[src/rtl/serial_arith_pkg.sv]
// serial_arith_pkg: state encoding and default word width shared by the bit-serial adder datapath
package serial_arith_pkg;
  localparam int SERIAL_WIDTH = 8;
  typedef enum logic [1:0] {IDLE, SHIFT, HOLD} state_e;
endpackage

[src/rtl/serial_shift_reg.sv]
// serial_shift_reg: WIDTH-bit right shift register (MSB-in) with clear and enable; exposes its next value
module serial_shift_reg
  import serial_arith_pkg::*;
#(
  parameter int WIDTH = SERIAL_WIDTH
) (
  input  logic             clk,
  input  logic             rst,
  input  logic             clr_i,
  input  logic             en_i,
  input  logic             din_i,
  output logic [WIDTH-1:0] next_o
);
  logic [WIDTH-1:0] sr_q, sr_d, base;
  // clear and shift together load din as the first bit of a fresh word
  always_comb begin
    base = clr_i ? '0 : sr_q;
    sr_d = en_i ? {din_i, base[WIDTH-1:1]} : base;
  end
  always_ff @(posedge clk or negedge rst)
    if (!rst) sr_q <= '0;
    else sr_q <= sr_d;
  assign next_o = sr_d;
endmodule

[src/rtl/serial_sum_collector.sv]
// serial_sum_collector: assembles an LSB-first serial sum plus final carry into a word on a valid/ready handshake
// Optional parity output enabled by defining SERIAL_SUM_COLLECTOR_PARITY_EN.
module serial_sum_collector
  import serial_arith_pkg::*;
#(
  parameter  int WIDTH = SERIAL_WIDTH,
  localparam int CNT_W = $clog2(WIDTH + 1)
) (
  input  logic             clk,
  input  logic             rst,
  input  logic             start,
  input  logic             bit_valid,
  input  logic             sum_bit,
  input  logic             cout_bit,
  output logic             res_valid,
  input  logic             res_ready,
  output logic [WIDTH-1:0] result,
  output logic             carry_out,
  output logic             busy,
  output logic             overrun
`ifdef SERIAL_SUM_COLLECTOR_PARITY_EN
  , output logic           parity
`endif
);
  state_e           state_q, state_d;
  logic [CNT_W-1:0] cnt_q;
  logic [WIDTH-1:0] result_q, sr_next;
  logic             carry_q, valid_q, busy_q, ovr_q;
  logic             in_shift, in_hold, hs, restart, take, last;
  assign in_shift = state_q == SHIFT;
  assign in_hold  = state_q == HOLD;
  assign hs       = in_hold & res_ready;
  // start is honoured everywhere except in HOLD without an accepted transfer
  assign restart  = start & (state_q == IDLE | in_shift | hs);
  assign take     = in_shift & bit_valid;
  assign last     = take & ~start & (cnt_q == CNT_W'(WIDTH - 1));
  assign state_d  = restart ? SHIFT : last ? HOLD : hs ? IDLE : state_q;
  serial_shift_reg #(.WIDTH(WIDTH)) u_sr (
    .clk    (clk),
    .rst    (rst),
    .clr_i  (restart),
    .en_i   (take),
    .din_i  (sum_bit),
    .next_o (sr_next)
  );
  always_ff @(posedge clk or negedge rst)
    if (!rst) begin
      state_q  <= IDLE;
      cnt_q    <= '0;
      result_q <= '0;
      carry_q  <= 1'b0;
      valid_q  <= 1'b0;
      busy_q   <= 1'b0;
      ovr_q    <= 1'b0;
    end else begin
      state_q <= state_d;
      valid_q <= state_d == HOLD;
      busy_q  <= state_d == SHIFT;
      ovr_q   <= (ovr_q & ~restart) | (in_hold & bit_valid);
      if (restart) cnt_q <= CNT_W'(take);
      else if (take) cnt_q <= cnt_q + 1'b1;
      if (last) begin
        result_q <= sr_next;
        carry_q  <= cout_bit;
      end
    end
  assign res_valid = valid_q;
  assign result    = result_q;
  assign carry_out = carry_q;
  assign busy      = busy_q;
  assign overrun   = ovr_q;
`ifdef SERIAL_SUM_COLLECTOR_PARITY_EN
  logic par_acc_q, par_q;
  always_ff @(posedge clk or negedge rst)
    if (!rst) begin
      par_acc_q <= 1'b0;
      par_q     <= 1'b0;
    end else begin
      if (restart) par_acc_q <= take & sum_bit;
      else if (take) par_acc_q <= par_acc_q ^ sum_bit;
      if (last) par_q <= par_acc_q ^ sum_bit ^ cout_bit;
    end
  assign parity = par_q;
`endif
endmodule

[config.mk]
export PLATFORM = sky130hd
export DESIGN_NAME = serial_sum_collector
export DESIGN_NICKNAME = d
export VERILOG_FILES = /design/src/rtl/serial_arith_pkg.sv /design/src/rtl/serial_shift_reg.sv /design/src/rtl/serial_sum_collector.sv
export SDC_FILE = /design/constraint.sdc
export NUM_CORES = 1
export LEC_CHECK = 0
export CAP_MARGIN = 20
export CORE_MARGIN = 3
export CORE_UTILIZATION = 30
export DETAILED_ROUTE_END_ITERATION = 8
export SLEW_MARGIN = 20
export SYNTH_ARGS = -nofsm -noshare
export SYNTH_HDL_FRONTEND = slang
export SYNTH_SLANG_ARGS = --single-unit
[constraint.sdc]
create_clock -name clk -period 1.55 [get_ports clk]
set_input_delay 0.31 -clock clk [delete_from_list [all_inputs] [get_ports clk]]
set_output_delay 0.31 -clock clk [all_outputs]
set_load 0.05 [all_outputs]
Word level (Yosys, flattened, before mapping)
Index checks and enable logic that the tools add are counted.
Widths: inputs -> output; s select.
{"block": "op_classes", "n_bitwise": 12, "reduce_logical": 2, "add_sub_neg": 1, "eq_ne": 5, "muxes": 7}
{"cell": "$mux 8", "count": 2}
{"cell": "$mux 4", "count": 2}
{"cell": "$and 1x1->1", "count": 7}
{"cell": "$mux 2", "count": 3}
{"cell": "$add 4x1->4 const B", "count": 1}
{"cell": "$eq 2x1->1 const B", "count": 2}
{"cell": "$eq 2x2->1 const B", "count": 2}
{"cell": "$eq 4x3->1 const B", "count": 1}
{"cell": "$or 1x1->1", "count": 3}
{"cell": "$logic_not 2->1", "count": 1}
{"cell": "$not 1->1", "count": 2}
{"cell": "$reduce_bool 2->1", "count": 1}
{"block": "totals", "out_inout_bits": 12, "word_cells": 35, "input_bits": 7, "ff_bits": 26}

Longest topological paths before layout
Gate-level depths: netlist (run 1).
{"block": "logic_depth", "depth_word": 7, "mapped_depth": 5, "ltp_nobuf": 4}

Cells and area by module
A second synthesis (run 1) with hierarchy kept.
{"block": "hier_totals", "cells_unflattened": 88, "hier_area_um2": 1141.1}
{"mod": "serial_sum_collector", "n_inst": 1, "area_each_um2": 810.8, "cells_per_inst": 62, "seq_area_each_um2": 450.4}
{"mod": "serial_shift_reg", "n_inst": 1, "area_each_um2": 330.3, "cells_per_inst": 26, "seq_area_each_um2": 200.2}

Least setup slack after synthesis (run 1)
Ideal clock, no wire load.
{"block": "synth_timing", "path_kind": "register -> register", "from": "register cnt_q[0]", "to": "register carry_q, in the netlist carry_out", "t_arrival_ns": 1.301, "setup_ns": 0.125, "period_less_slack_ns": 1.426, "t_required_ns": 1.425, "slack_ns": 0.124, "path_stages_with_launch": 6, "n_path_buf": 1, "cell_sequence": "dfrtp_1 ha_1 and3b_1 nand2_2 buf_6 mux2_4"}
{"block": "synth_via", "elab_chain_cells": 2}
{"item": "start: declaration", "line_no": "serial_sum_collector.sv:26", "text": "logic [CNT_W-1:0] cnt_q;"}
{"item": "start signal: assignment", "line_no": "serial_sum_collector.sv:60", "text": "if (restart) cnt_q <= CNT_W'(take);"}
{"item": "start signal: assignment", "line_no": "serial_sum_collector.sv:61", "text": "else if (take) cnt_q <= cnt_q + 1'b1;"}
{"item": "$eq 4x3->1", "line_no": "serial_sum_collector.sv:36", "text": "assign last = take & ~start & (cnt_q == CNT_W'(WIDTH - 1));"}
{"item": "$and 1x1->1", "line_no": "serial_sum_collector.sv:36"}
{"item": "end signal: assignment", "line_no": "serial_sum_collector.sv:64", "text": "carry_q <= cout_bit;"}
{"item": "end: declaration", "line_no": "serial_sum_collector.sv:28", "text": "logic carry_q, valid_q, busy_q, ovr_q;"}
Every way passes these cells.
A chain may end at the register's enable or synchronous reset.

Worst setup path after layout (run 1)
{"block": "layout_timing", "from": "register cnt_q[0]", "to": "register result_q[4], in the netlist result[4]"}
{"block": "layout_via", "elab_chain_cells": 2}
{"item": "$eq 4x3->1", "line_no": "serial_sum_collector.sv:36"}
{"item": "$and 1x1->1", "line_no": "serial_sum_collector.sv:36"}
{"item": "end signal: assignment", "line_no": "serial_sum_collector.sv:63", "text": "result_q <= sr_next;"}
{"item": "end: declaration", "line_no": "serial_sum_collector.sv:27", "text": "logic [WIDTH-1:0] result_q, sr_next;"}
Every way passes these cells.

==> results of run 1 <==
==> flip-flops by register name (all words and copies together), names as in the netlist <==
register / flops
overrun: 1
busy: 1
res_valid: 1
carry_out: 1
cnt_q: 4
u_sr.sr_q: 7
state_q: 2
result: 8
==> path summary, 6_finish.rpt <==
path	from	to	slack [ns]
max	cnt_q[0]	result[4]	0.07
min	rst	result[7]	0.32
max reg2reg	cnt_q[0]	result[4]	0.07
min reg2reg	u_sr.sr_q[1]	result[0]	0.55
max in group asynchronous	rst	cnt_q[3]	0.97
min in group clk	u_sr.sr_q[1]	result[0]	0.55
==> synth_stat cells <==
cell type and instances:
buf_6 1, ha_1 1, a21o_1 2, and4bb_4 1, o22a_1 1, mux2_2 1
nand4_1 1, mux2_4 8, or3_1 2, inv_1 4, nand3b_1 2, buf_4 1
a22o_1 2, a31o_2 1, nand2_1 15, clkbuf_1 1, o21ai_0 4, nand2_2 1
a21oi_1 10, and3b_1 2, nand2b_1 1, dfrtp_1 25, o31ai_1 1, nand3_1 1
buf_2 2
==> timing repair <==
action	CTS	global route
pin swaps	0	1
setup endpoints to repair	2	1
gates resized for setup	1	0
cloned	0	1
==> layer usage <==
metal / vias to the layer above / wire length (µm) / GRT usage
met2: 15 / 1024 / 0.1648
met1: 385 / 1045 / 0.1481
met3: 4 / 80 / 0.03401
met4: 0 / 39 / 0.04569
met5: - / 0 / 0
li1: 379 / - / -
==> power breakdown <==
part | internal (µW) | switching (µW) | total (µW)
registers | 666 | 11.4 | 677
clock network | 98.5 | 195 | 293
logic | 62.8 | 65.7 | 128
total | 827 | 272 | 1100
==> worst reg2reg max path, cell delays in order, from the launching register on <==
cell and delay (ns):
dfrtp_1 0.42, ha_1 0.21, and3b_1 0.24, nand2_4 0.15, mux2_2 0.35
==> cells by family after synthesis <==
group | share of synthesized area
AOI/OAI and AO/OA | 0.1175
muxes | 0.1210
and+or+nand+nor | 0.1302
DFF | 0.5760
buffers and inverters | 0.04377
adders and majority gates | 0.01152
==> area by class of cell <==
cell class / instances / area [µm²] / share of cell area
inverter: 4 / 15.01 / 0.009685
sequential: 25 / 625.6 / 0.4036
timing repair buffer: 31 / 397.9 / 0.2567
tap: 46 / 57.56 / 0.03713
clock buffer: 3 / 22.52 / 0.01453
multi-input combinational: 58 / 424.2 / 0.2736
clock inverter: 1 / 7.507 / 0.004843
==> stage by stage <==
step	utilization	setup slack, ns	cell area [µm²]	TNS [ns]	total power [µW]
floorplan	-	0.1243	1086	0	739.4
global placement	0.4418	-0.2097	1509	-2.078	814.0
detailed placement	0.4418	-0.2362	1509	-2.467	817.9
CTS	0.4520	0.02639	1544	0	1117
global route	0.4538	0.01611	1550	0	1157
finish	0.4538	0.06994	1550	0	1099
==> flow_summary.json, run 1 <==
{
  "synthTopCellsByArea": "dfrtp_1 (58%), mux2_4 (11%), nand2_1 (5.2%)",
  "status": "finished clean",
  "clockBufferDepth": 2,
  "cts_root_buf": "clkbuf_4",
  "drive_gt1_frac": 0.3443,
  "cp_top_family": "flip-flops",
  "p_per_area_nw_per_um2": 708.9,
  "clk_latency_ns": 0.32,
  "slowest_stage": "dfrtp_1",
  "criticalPathCategory": "flop to flop",
  "firstDrtPassIters": 4,
  "syn_inst": 91,
  "num_vias": 783,
  "vdd_drop_max_uv": 482.8,
  "ios": 19,
  "hp-class": "primary input to asynchronous set/reset pin",
  "diodes": 0,
  "yosysTopAreaCellShare": 0.5760,
  "fin_cells": 168,
  "num-nets-final": 131,
  "final_antenna_net_count": 0,
  "dp_cells": 163,
  "cp.buffers_inverters": 0,
  "clk_pin_slew_ns": 0.15,
  "slew_headroom": 0.7924,
  "crit_cells": 4,
  "grt.overflow.total": 0,
  "grt_pass1_vias": 812,
  "drc": 0,
  "syn_nets": 99,
  "die_x_um": 66.17,
  "finalCritPeriodShare": 0.9549,
  "rows": 21,
  "cts_tree": "yes",
  "cts_setup_buffers": 0,
  "drt-total-wl_mm": 2.190,
  "die_area_um2": 4378,
  "gp_congestion": 0.8082,
  "arrival_ns": 1.69,
  "antenna_found_initial": 0,
  "min_period_ns": 1.480,
  "max_freq_mhz": 675.6,
  "io_buffers": 18,
  "startpoint_type": "flop",
  "r2r_cells": 4,
  "die_h_um": 66.17,
  "ctsHoldBuffers": 0,
  "setup_viol": 0,
  "grt_pass1_wl_mm": 3.732,
  "wl_per_cell_um": 13.04,
  "htreeDepth": 1,
  "final_common_cell": "dfrtp_1",
  "worstSetupEndpointType": "flop",
  "groute.usage.overall": 0.1106,
  "slowest_delay_ns": 0.42,
  "leakage_uw": 0.0007288,
  "synth.ff_latch_count": 25,
  "worstMarginPinSlew_ns": 0.3113,
  "synth.avg_cell_area_um2": 11.93,
  "syn-cell-area_um2": 1086,
  "cap_violations": 0,
  "path_cells": "ha_1 -> and3b_1 -> nand2_4 -> mux2_2",
  "initialDrtViolationCount": 33,
  "worstPathRequired_ns": 1.76,
  "numCtsBuffers": 3,
  "nFillCells": 325,
  "hold_violations": 0,
  "area_growth_pct": 42.74,
  "most-common-layout-cells": "dfrtp_1 (25), nand2_1 (15), buf_4 (13)",
  "core-area_um2": 3416,
  "via_per_inst": 4.661,
  "critical_path_peak_fanout": 6,
  "clock-sinks": 25,
  "rsz0062_at_grt": "no",
  "synth_top_cell_by_area": "dfrtp_1",
  "holdWs_ns": 0.3211,
  "grt_start_max_net_pins": 26,
  "start_util": 0.3179,
  "yosysUniqueCellTypes": 25,
  "drv_slew": 0,
  "skew_ns": 0.01665,
  "yosys_warnings": 0,
  "ys_seq_area_frac": 0.5760,
  "hpwlAfterDp_mm": 1.593
}
Power figures use the tool's default switching activity.
==> inputs of run 2 (changes only) <==
--- a/config.mk
+++ b/config.mk
@@ -5,6 +5,7 @@
 export SDC_FILE = /design/constraint.sdc
 export NUM_CORES = 1
 export LEC_CHECK = 0
+export ABC_AREA = 0
 export CAP_MARGIN = 20
 export CORE_MARGIN = 3
 export CORE_UTILIZATION = 30
@@ -13,3 +14,4 @@
 export SYNTH_ARGS = -nofsm -noshare
 export SYNTH_HDL_FRONTEND = slang
 export SYNTH_SLANG_ARGS = --single-unit
+export TNS_END_PERCENT = 30
==> results of run 2 <==
No change in the layout: final DEF, timing and power equal those of run 1.
==> inputs of run 3 (changes only) <==
--- a/config.mk
+++ b/config.mk
@@ -6,7 +6,7 @@
 export NUM_CORES = 1
 export LEC_CHECK = 0
 export ABC_AREA = 0
-export CAP_MARGIN = 20
+export CAP_MARGIN = 0
 export CORE_MARGIN = 3
 export CORE_UTILIZATION = 30
 export DETAILED_ROUTE_END_ITERATION = 8
==> results of run 3 <==
No change in the layout: final DEF, timing and power equal those of run 1.
